**config.mk**
```make
export PLATFORM = sky130hd
export DESIGN_NAME = laser_tx_framer
export DESIGN_NICKNAME = d
export VERILOG_FILES = /design/src/rtl/laser_tx_framer.sv
export SDC_FILE = /design/constraint.sdc
export NUM_CORES = 1
export LEC_CHECK = 0
export ABC_AREA = 1
export BUFFER_PORTS_ARGS = -buffer_cell sky130_fd_sc_hd__buf_2
export CORE_ASPECT_RATIO = 0.8
export CORE_UTILIZATION = 45
export DETAILED_ROUTE_END_ITERATION = 7
export HOLD_SLACK_MARGIN = 0.12
export PLACE_DENSITY = 0.69
export RECOVER_POWER = 100
export SETUP_SLACK_MARGIN = 0.4
export SKIP_LAST_GASP = 1
export SYNTH_ARGS = -nofsm -noshare
export SYNTH_HDL_FRONTEND = slang
export SYNTH_SLANG_ARGS = --single-unit
export TNS_END_PERCENT = 20
```
**constraint.sdc**
```tcl
create_clock -name clock -period 1.4 [get_ports clock]
set_input_delay 0.07 -clock clock [delete_from_list [all_inputs] [get_ports clock]]
set_output_delay 0.07 -clock clock [all_outputs]
set_load 0.02 [all_outputs]
```
**src/rtl/laser_tx_framer.sv**
```systemverilog
`default_nettype none
// +----------------------------------------------------------------------------+
// | Module      : laser_tx_framer                                              |
// | Description : Pops bytes from the LaserDrop byte queue and serialises each |
// |               one onto the laser diode as an idle-high asynchronous frame: |
// |               start bit (0), 8 data bits LSB first, optional even parity,  |
// |               stop bit (1). Each bit lasts CLKS_PER_BIT clocks. Frames run |
// |               back to back with no idle gap while the queue has data.      |
// |                                                                            |
// | Parameters  : CLKS_PER_BIT  clocks per bit period (>= 2)                   |
// | Macro       : LASER_TX_PARITY_EN  inserts an even-parity bit after DATA    |
// |                                                                            |
// | Ports       : clock       system clock                                     |
// |               reset       asynchronous, active-high reset                  |
// |               clear       synchronous abort to idle, zeroes bytes_sent     |
// |               enable      permits new bytes to be popped                   |
// |               q_data      queue head byte, valid while q_empty = 0         |
// |               q_empty     queue empty flag                                 |
// |               q_read      one-cycle pop strobe (combinational)             |
// |               laser_out   registered serial line, 1 = idle/mark            |
// |               busy        a frame is in progress                           |
// |               byte_done   pulse in the final cycle of each stop bit        |
// |               bytes_sent  completed frames, wraps modulo 2^16              |
// |                                                                            |
// | Revision    : 1.0  initial release                                         |
// +----------------------------------------------------------------------------+
module laser_tx_framer #(
   parameter int CLKS_PER_BIT = 434
) (
   input  logic        clock,
   input  logic        reset,
   input  logic        clear,
   input  logic        enable,
   input  logic [7:0]  q_data,
   input  logic        q_empty,
   output logic        q_read,
   output logic        laser_out,
   output logic        busy,
   output logic        byte_done,
   output logic [15:0] bytes_sent
);

   localparam int TW = $clog2(CLKS_PER_BIT);
   localparam logic [TW-1:0] c_last = TW'(CLKS_PER_BIT - 1);

   typedef enum logic [2:0] {
      S_IDLE   = 3'd0,
      S_START  = 3'd1,
      S_DATA   = 3'd2,
`ifdef LASER_TX_PARITY_EN
      S_PARITY = 3'd3,
`endif
      S_STOP   = 3'd4
   } state_t;

   state_t          r_state;
   logic [TW-1:0]   r_timer;
   logic [2:0]      r_index;
   logic [7:0]      r_shift;
   logic            r_laser;
   logic [15:0]     r_count;
`ifdef LASER_TX_PARITY_EN
   logic            r_parity;
`endif

   logic            w_last;
   logic            w_pop_ok;

   assign w_last   = (r_timer == c_last);
   assign w_pop_ok = enable & ~q_empty & ~clear;

   // The pop strobe is combinational so a byte is taken in the very cycle it
   // becomes available (idle) or in the last stop cycle (back-to-back).
   assign q_read = ~reset & w_pop_ok &
                   ((r_state == S_IDLE) | ((r_state == S_STOP) & w_last));

   assign byte_done  = (r_state == S_STOP) & w_last & ~clear;
   assign busy       = (r_state != S_IDLE);
   assign laser_out  = r_laser;
   assign bytes_sent = r_count;

   always_ff @(posedge clock or posedge reset) begin
      if (reset) begin
         r_state <= S_IDLE;
         r_timer <= '0;
         r_index <= 3'd0;
         r_shift <= 8'h00;
         r_laser <= 1'b1;
         r_count <= 16'd0;
`ifdef LASER_TX_PARITY_EN
         r_parity <= 1'b0;
`endif
      end else if (clear) begin
         // Abort: the partially sent byte is dropped.
         r_state <= S_IDLE;
         r_timer <= '0;
         r_index <= 3'd0;
         r_laser <= 1'b1;
         r_count <= 16'd0;
      end else begin
         case (r_state)
            S_IDLE: begin
               if (q_read) begin
                  r_shift <= q_data;
`ifdef LASER_TX_PARITY_EN
                  r_parity <= ^q_data;
`endif
                  r_state <= S_START;
                  r_timer <= '0;
                  r_laser <= 1'b0;
               end
            end

            S_START: begin
               if (w_last) begin
                  r_state <= S_DATA;
                  r_timer <= '0;
                  r_index <= 3'd0;
                  r_laser <= r_shift[0];
               end else begin
                  r_timer <= r_timer + TW'(1);
               end
            end

            S_DATA: begin
               if (w_last) begin
                  r_timer <= '0;
                  if (r_index == 3'd7) begin
`ifdef LASER_TX_PARITY_EN
                     r_state <= S_PARITY;
                     r_laser <= r_parity;
`else
                     r_state <= S_STOP;
                     r_laser <= 1'b1;
`endif
                  end else begin
                     // Next bit is shift[1]; shift so it lands in bit 0.
                     r_index <= r_index + 3'd1;
                     r_shift <= {1'b0, r_shift[7:1]};
                     r_laser <= r_shift[1];
                  end
               end else begin
                  r_timer <= r_timer + TW'(1);
               end
            end

`ifdef LASER_TX_PARITY_EN
            S_PARITY: begin
               if (w_last) begin
                  r_state <= S_STOP;
                  r_timer <= '0;
                  r_laser <= 1'b1;
               end else begin
                  r_timer <= r_timer + TW'(1);
               end
            end
`endif

            S_STOP: begin
               if (w_last) begin
                  r_count <= r_count + 16'd1;
                  r_timer <= '0;
                  if (q_read) begin
                     // Chain straight into the next frame, no idle cycle.
                     r_shift <= q_data;
`ifdef LASER_TX_PARITY_EN
                     r_parity <= ^q_data;
`endif
                     r_state <= S_START;
                     r_laser <= 1'b0;
                  end else begin
                     r_state <= S_IDLE;
                     r_laser <= 1'b1;
                  end
               end else begin
                  r_timer <= r_timer + TW'(1);
               end
            end

            default: begin
               r_state <= S_IDLE;
               r_timer <= '0;
               r_laser <= 1'b1;
            end
         endcase
      end
   end

endmodule
`default_nettype wire

```
==> results of run 1 <==
==> routing by layer <==
metal  routed length, microns  vias to the layer above  track usage [%]  part of all wire (%)
li1                         -                     1244                -                     -
met1                     3085                     1118            35.48                    48
met2                     2816                       64            37.09                    44
met3                      438                       11            3.790                   6.8
met4                      112                        0            9.534                   1.7
met5                        0                        -                0                     0
==> final cells by class <==
cell class	instances	area share (%)
sequential	40	29.97
inverter	37	4.218
tap	62	2.314
clock buffer	7	2.874
timing repair buffer	98	20.72
multi-input combinational	242	39.01
clock inverter	1	0.8959
==> final timing paths <==
check	start	endpoint	slack (ns)	depth (start not counted)
min	clear	r_state[1]	0.18	4
max	r_timer[1]	bytes_sent[0]	-0.28	11
max in group asynchronous	reset	r_shift[3]	0.34	4
min reg2reg	r_shift[0]	r_shift[0]	0.48	2
min in group asynchronous	reset	r_timer[2]	0.53	4
max reg2reg	r_timer[1]	bytes_sent[0]	-0.28	11
==> cells by family after synthesis <==
family          synth area share (%)
flops                          41.89
buf+inv                        7.322
fa+ha+maj                      2.615
simple gates                   38.02
compound gates                 8.682
xor+xnor                       1.465
==> timing repair <==
item,in CTS,in global routing
endpoints found under the setup margin,50,53
hold endpoints to repair,48,0
hold buffers,10,0
pin swaps,5,17
resized for setup,7,22
setup buffers,8,5
==> Yosys cell counts <==
cell type and n:
a21oi_4 1, buf_2 2, o21bai_1 1, nor2_2 2, inv_1 30, o22ai_1 3
o21ai_0 16, ha_1 5, nor3_2 1, nand2_1 105, nand3_1 24, buf_6 1
dfrtp_1 39, nor2_1 30, inv_2 7, nand2_2 7, o211ai_1 1, nor3_1 5
dfstp_2 1, nor2_4 4, nand2_4 4, nand3_2 2, a21o_1 1, nand4_1 11
a21oi_1 11, xnor2_1 1, buf_4 2, xor2_1 3, o21ai_1 3, nand4_2 1
==> through the flow <==
step / setup slack, ns / instances / hold slack, ns
3_5_place_dp: -0.1384 / 456 / 0.1340
4_1_cts: -0.2943 / 482 / 0.1473
2_1_floorplan: 0.0005889 / 324 / 0.2164
5_1_grt: -0.4228 / 487 / 0.2151
6_report: -0.2839 / 487 / 0.1785
3_3_place_gp: -0.1114 / 456 / 0.1169
==> registers in the layout, summed over array words and instances, names as in the netlist <==
name,count
laser_out,1
r_timer,9
r_index,3
bytes_sent,16
r_state,3
r_shift,8
==> worst register-to-register path: stages (launching register included) <==
cell     delay, ns
dfrtp_1       0.40
inv_2         0.09
ha_4          0.14
nand2_4       0.05
nor2_4        0.12
nand3_2       0.09
buf_4         0.14
buf_4         0.13
nand2_2       0.06
inv_1         0.14
nand2_1       0.11
o21ai_0       0.09
==> cell usage in the layout (no fill, tap or decap), types with 2 or more instances in the layout <==
master / n
nand2_8: 2
buf_4: 49
dfrtp_1: 37
inv_1: 27
clkbuf_8: 7
nand2_1: 97
o21ai_1: 4
nand2_2: 12
buf_6: 6
a21oi_1: 11
clkbuf_2: 2
nand4_1: 11
dfrtp_2: 2
nand2_4: 5
inv_2: 9
ha_1: 4
buf_2: 13
nand3_2: 5
dlygate4sd3_1: 10
xor2_1: 3
o22ai_1: 3
clkbuf_1: 17
nor2_1: 29
o21ai_0: 15
nor3_1: 5
nand3_1: 21
nor2_4: 6
==> power breakdown <==
part	leakage, nW	internal, mW	switching (mW)	total [mW]
clock network	0.0645	0.629	0.440	1.07
logic	1.03	0.310	0.379	0.689
registers	0.540	1.31	0.100	1.41
==> flow_summary.toml, run 1 <==
[clock_network]
htree_num_levels = 2
clock_path_buffers = 2
clock-sinks = 40
numCtsBuffers = 5
clk_pin_slew_worst_paths_ns = 0.08
cts-root-buf = "clkbuf_8"
cts_tree = "built"
clock_latency_ns = 0.31

[yosys]
syn-num-nets = 342
synthCells = 324
synth_cell_type_count = 30
avgSynthCellArea_sq_um = 7.384
ys_seq_area_share_pct = 41.89
ys_seq_elements = 40
yosys-top-cells-area = "dfrtp_1, nand2_1, nand3_1"
synth_top_area_cell = "dfrtp_1"
syn-cell-area_sq_um = 2392
yosysWarnings = 0
synth.top_cell.area_share_pct = 40.79

[finish]
diodes = 0
syn_to_final_growth_pct = 40.11
multi_input_area_sq_um = 1308
post-route-util_pct = 66.18
drive_gt1_share_pct = 29.88
finalNetCount = 442
fillers = 427
register_area_sq_um = 1005
stdcell_area_sq_um = 3352

[worst_setup_path]
cp_common_cell = "buf_4"
slowest_stage = "dfrtp_1"
path_buf_inv = 4
end_kind = "flip-flop"
crit_fanout = 7
slowest_delay_ns = 0.40
critPathLaunchType = "flip-flop"
cp_top_family = "buffers and inverters"
path_class = "reg2reg"
cp.required_ns = 1.58
crit_chain = "inv_2, ha_4, nand2_4, nor2_4, nand3_2, buf_4, buf_4, nand2_2, inv_1, nand2_1, o21ai_0"
cp.arrival_ns = 1.87

[sta]
relSlewSlack_pct = 47.01
tightest_slew_ns = 0.7949
setup_viol = 41
rsz0062_at_grt = "yes"
fin_setup_tns_ns = -7.225
setup_ws_ns = -0.2839
worst_clock_skew_ns = 0.005460
max_freq_mhz = 593.8
period_minus_slack_ns = 1.684
slew_violations = 0
hold_viol_final = 0
period_share_pct = 120.3

[power_and_ir_drop]
power_mw = 3.164
leakagePower_nw = 1.638
ir_drop_mv = 0.6212
powerDensity_nw_per_um2 = 944.0

[placement]
place_congestion = 0.8493
dp_hpwl_microns = 4242
port-buffer-count = 32
postPlaceCellArea_sq_um = 2952

[detailed_routing]
vias_per_cell = 5.004
vias = 2437
final_antenna_net_count = 0
wl_per_cell_microns = 13.25
drtPass1Iterations = 4
totalWireLength_microns = 6452
drtIter0Drc = 275
drc = 0

[floorplanning]
die_y_microns = 67.22
coreArea_sq_um = 5065
num_rows = 23
initial_utilization_pct = 47.23
die_area_sq_um = 5614
die_x_microns = 83.52
ios = 33

[grt]
grt_pass1_vias = 2211
grtUsageTotal_pct = 24.47
grt-ovfl-total = 0
grt_pass1_wl_microns = 10540
grt_start_max_net_pins = 27
antenna_found_initial = 0

[status]
status = "finished, violations left"
failed_checks = "negative setup slack"

[run]
maxCapViolCount = 0

[hold_path]
min_path_type = "in2reg"
Power figures use the tool's default switching activity.
==> inputs of run 2 (changes only) <==
- MAX_ROUTING_LAYER: unset -> met4
==> flow_summary.toml, run 2 (synthesis results as in run 1) <==
[finish]
final_cell_mix = "nand2_1, buf_4, dfrtp_1"
register_area_sq_um = 1005
syn_to_final_growth_pct = 40.11
fin_cells = 487
multi_input_area_sq_um = 1308
drive_gt1_share_pct = 29.88
diodes = 0
largest_reg_flops = 16
finalNetCount = 442
final_common_cell = "nand2_1"
fillers = 427

[hold_path]
min_path_type = "in2reg"

[floorplanning]
die_area_sq_um = 5614
die_y_microns = 67.22
initial_utilization_pct = 47.23
num_rows = 23
coreArea_sq_um = 5065
die_x_microns = 83.52
ios = 33

[power_and_ir_drop]
pwr-share-seq_pct = 44.4
comb_power_share_pct = 21.7
power.internal_mw = 2.245
ir_drop_mv = 0.6216
p_sw_share_pct = 29.06
powerDensity_nw_per_um2 = 944.1
switchingPower_uw = 919.6
leakagePower_nw = 1.638
clockPowerShare_pct = 33.8

[sta]
tightest_slew_ns = 0.7795
setup_ws_ns = -0.2743
hold_viol_final = 0
worst_clock_skew_ns = 0.008863
period_share_pct = 119.6
max_freq_mhz = 597.3
slew_violations = 0
rsz0062_at_grt = "yes"
setup_viol = 41
relSlewSlack_pct = 48.03
period_minus_slack_ns = 1.674

[placement]
place_congestion = 0.8627
pre_cts_slack_ns = -0.1384
dp_hpwl_microns = 4242
port-buffer-count = 32
dpl.cell_count = 456

[worst_setup_path]
slowest_delay_ns = 0.40
crit_fanout = 7
cp.arrival_ns = 1.86
crit_chain = "inv_2, ha_4, nand2_4, nor2_4, nand3_2, buf_4, buf_4, nand2_2, inv_1, nand2_1, o21ai_0"
cp.required_ns = 1.58
cp_top_family = "buffers and inverters"
slowest_stage = "dfrtp_1"
path_buf_inv = 4
critPathLaunchType = "flip-flop"
path_class = "reg2reg"
cp_common_cell = "buf_4"
end_kind = "flip-flop"

[detailed_routing]
final_antenna_net_count = 0
totalWireLength_microns = 6443
drtPass1Iterations = 5
vias_per_cell = 5.043
vias = 2456
wl_per_cell_microns = 13.23
drc = 0
drtIter0Drc = 251

[grt]
grt-ovfl-total = 0
antenna_found_initial = 0
grt_pass1_vias = 2207
grt_pass1_wl_microns = 10540
grt_start_max_net_pins = 27
grtUsageTotal_pct = 25.20

[clock_network]
clock-sinks = 40
clock_path_buffers = 2
clk_pin_slew_worst_paths_ns = 0.08
clock_latency_ns = 0.31
numCtsBuffers = 5
cts-root-buf = "clkbuf_8"
htree_num_levels = 2
cts_tree = "built"

[status]
failed_checks = "negative setup slack"
status = "finished, violations left"

[run]
maxCapViolCount = 0
run 2: layer usage:
layer / part of all wire (%) / vias to the layer above / global-route usage, %
li1: - / 1243 / -
met1: 48 / 1105 / 35.41
met2: 43 / 94 / 37.09
met3: 6.9 / 14 / 3.790
met4: 2.4 / 0 / 9.534
met5: 0 / - / -
run 2: final cells by class:
class	count	area share (%)
clock buffers	7	2.874
clock inverters	1	0.8959
inverters	37	4.218
multi-input cells	242	39.01
flip-flops and latches	40	29.97
well taps	62	2.314
repair buffers	98	20.72
run 2: path summary, 6_finish.rpt:
check / from / end / slack, ns / cells after the start
max: r_timer[1] / bytes_sent[0] / -0.27 / 11
min: clear / r_state[1] / 0.18 / 4
max reg2reg: r_timer[1] / bytes_sent[0] / -0.27 / 11
min reg2reg: r_shift[7] / r_shift[7] / 0.48 / 2
max in group asynchronous: reset / r_shift[3] / 0.35 / 4
min in group asynchronous: reset / r_timer[2] / 0.52 / 4
run 2: power by group through the flow:
stage / Clock [mW] / Sequential (mW) / Combinational, mW
after floorplan: 0 / 1.41 / 0.348
after global placement: 0 / 1.41 / 0.563
after detailed placement: 0 / 1.41 / 0.577
after CTS: 1.09 / 1.39 / 0.619
after global routing: 1.13 / 1.42 / 0.774
final: 1.07 / 1.41 / 0.688
run 2: worst reg2reg max path, cell delays in order (launching register included):
cell	delay, ns
dfrtp_1	0.40
inv_2	0.09
ha_4	0.14
nand2_4	0.05
nor2_4	0.12
nand3_2	0.09
buf_4	0.14
buf_4	0.13
nand2_2	0.06
inv_1	0.14
nand2_1	0.11
o21ai_0	0.09
run 2: what timing repair did:
| action | CTS | global route |
|---|---|---|
| setup endpoints to repair | 50 | 53 |
| hold buffers | 10 | 0 |
| pin swaps | 5 | 17 |
| cloned | 0 | 0 |
| resized for setup | 7 | 22 |
| endpoints found under the hold margin | 48 | 0 |
| setup buffers | 8 | 5 |
run 2: through the flow:
stage / utilization (%) / hold slack [ns] / power (mW) / instance area (sq um) / TNS (ns)
global route: 66.18 / 0.2170 / 3.328 / 3352 / -11.51
CTS: 64.35 / 0.1473 / 3.101 / 3259 / -6.174
floorplan: - / 0.2164 / 1.756 / 2415 / 0
global placement: 58.28 / 0.1169 / 1.975 / 2952 / -0.9469
detailed placement: 58.28 / 0.1340 / 1.990 / 2952 / -1.572
finish: 66.18 / 0.1793 / 3.165 / 3352 / -6.928
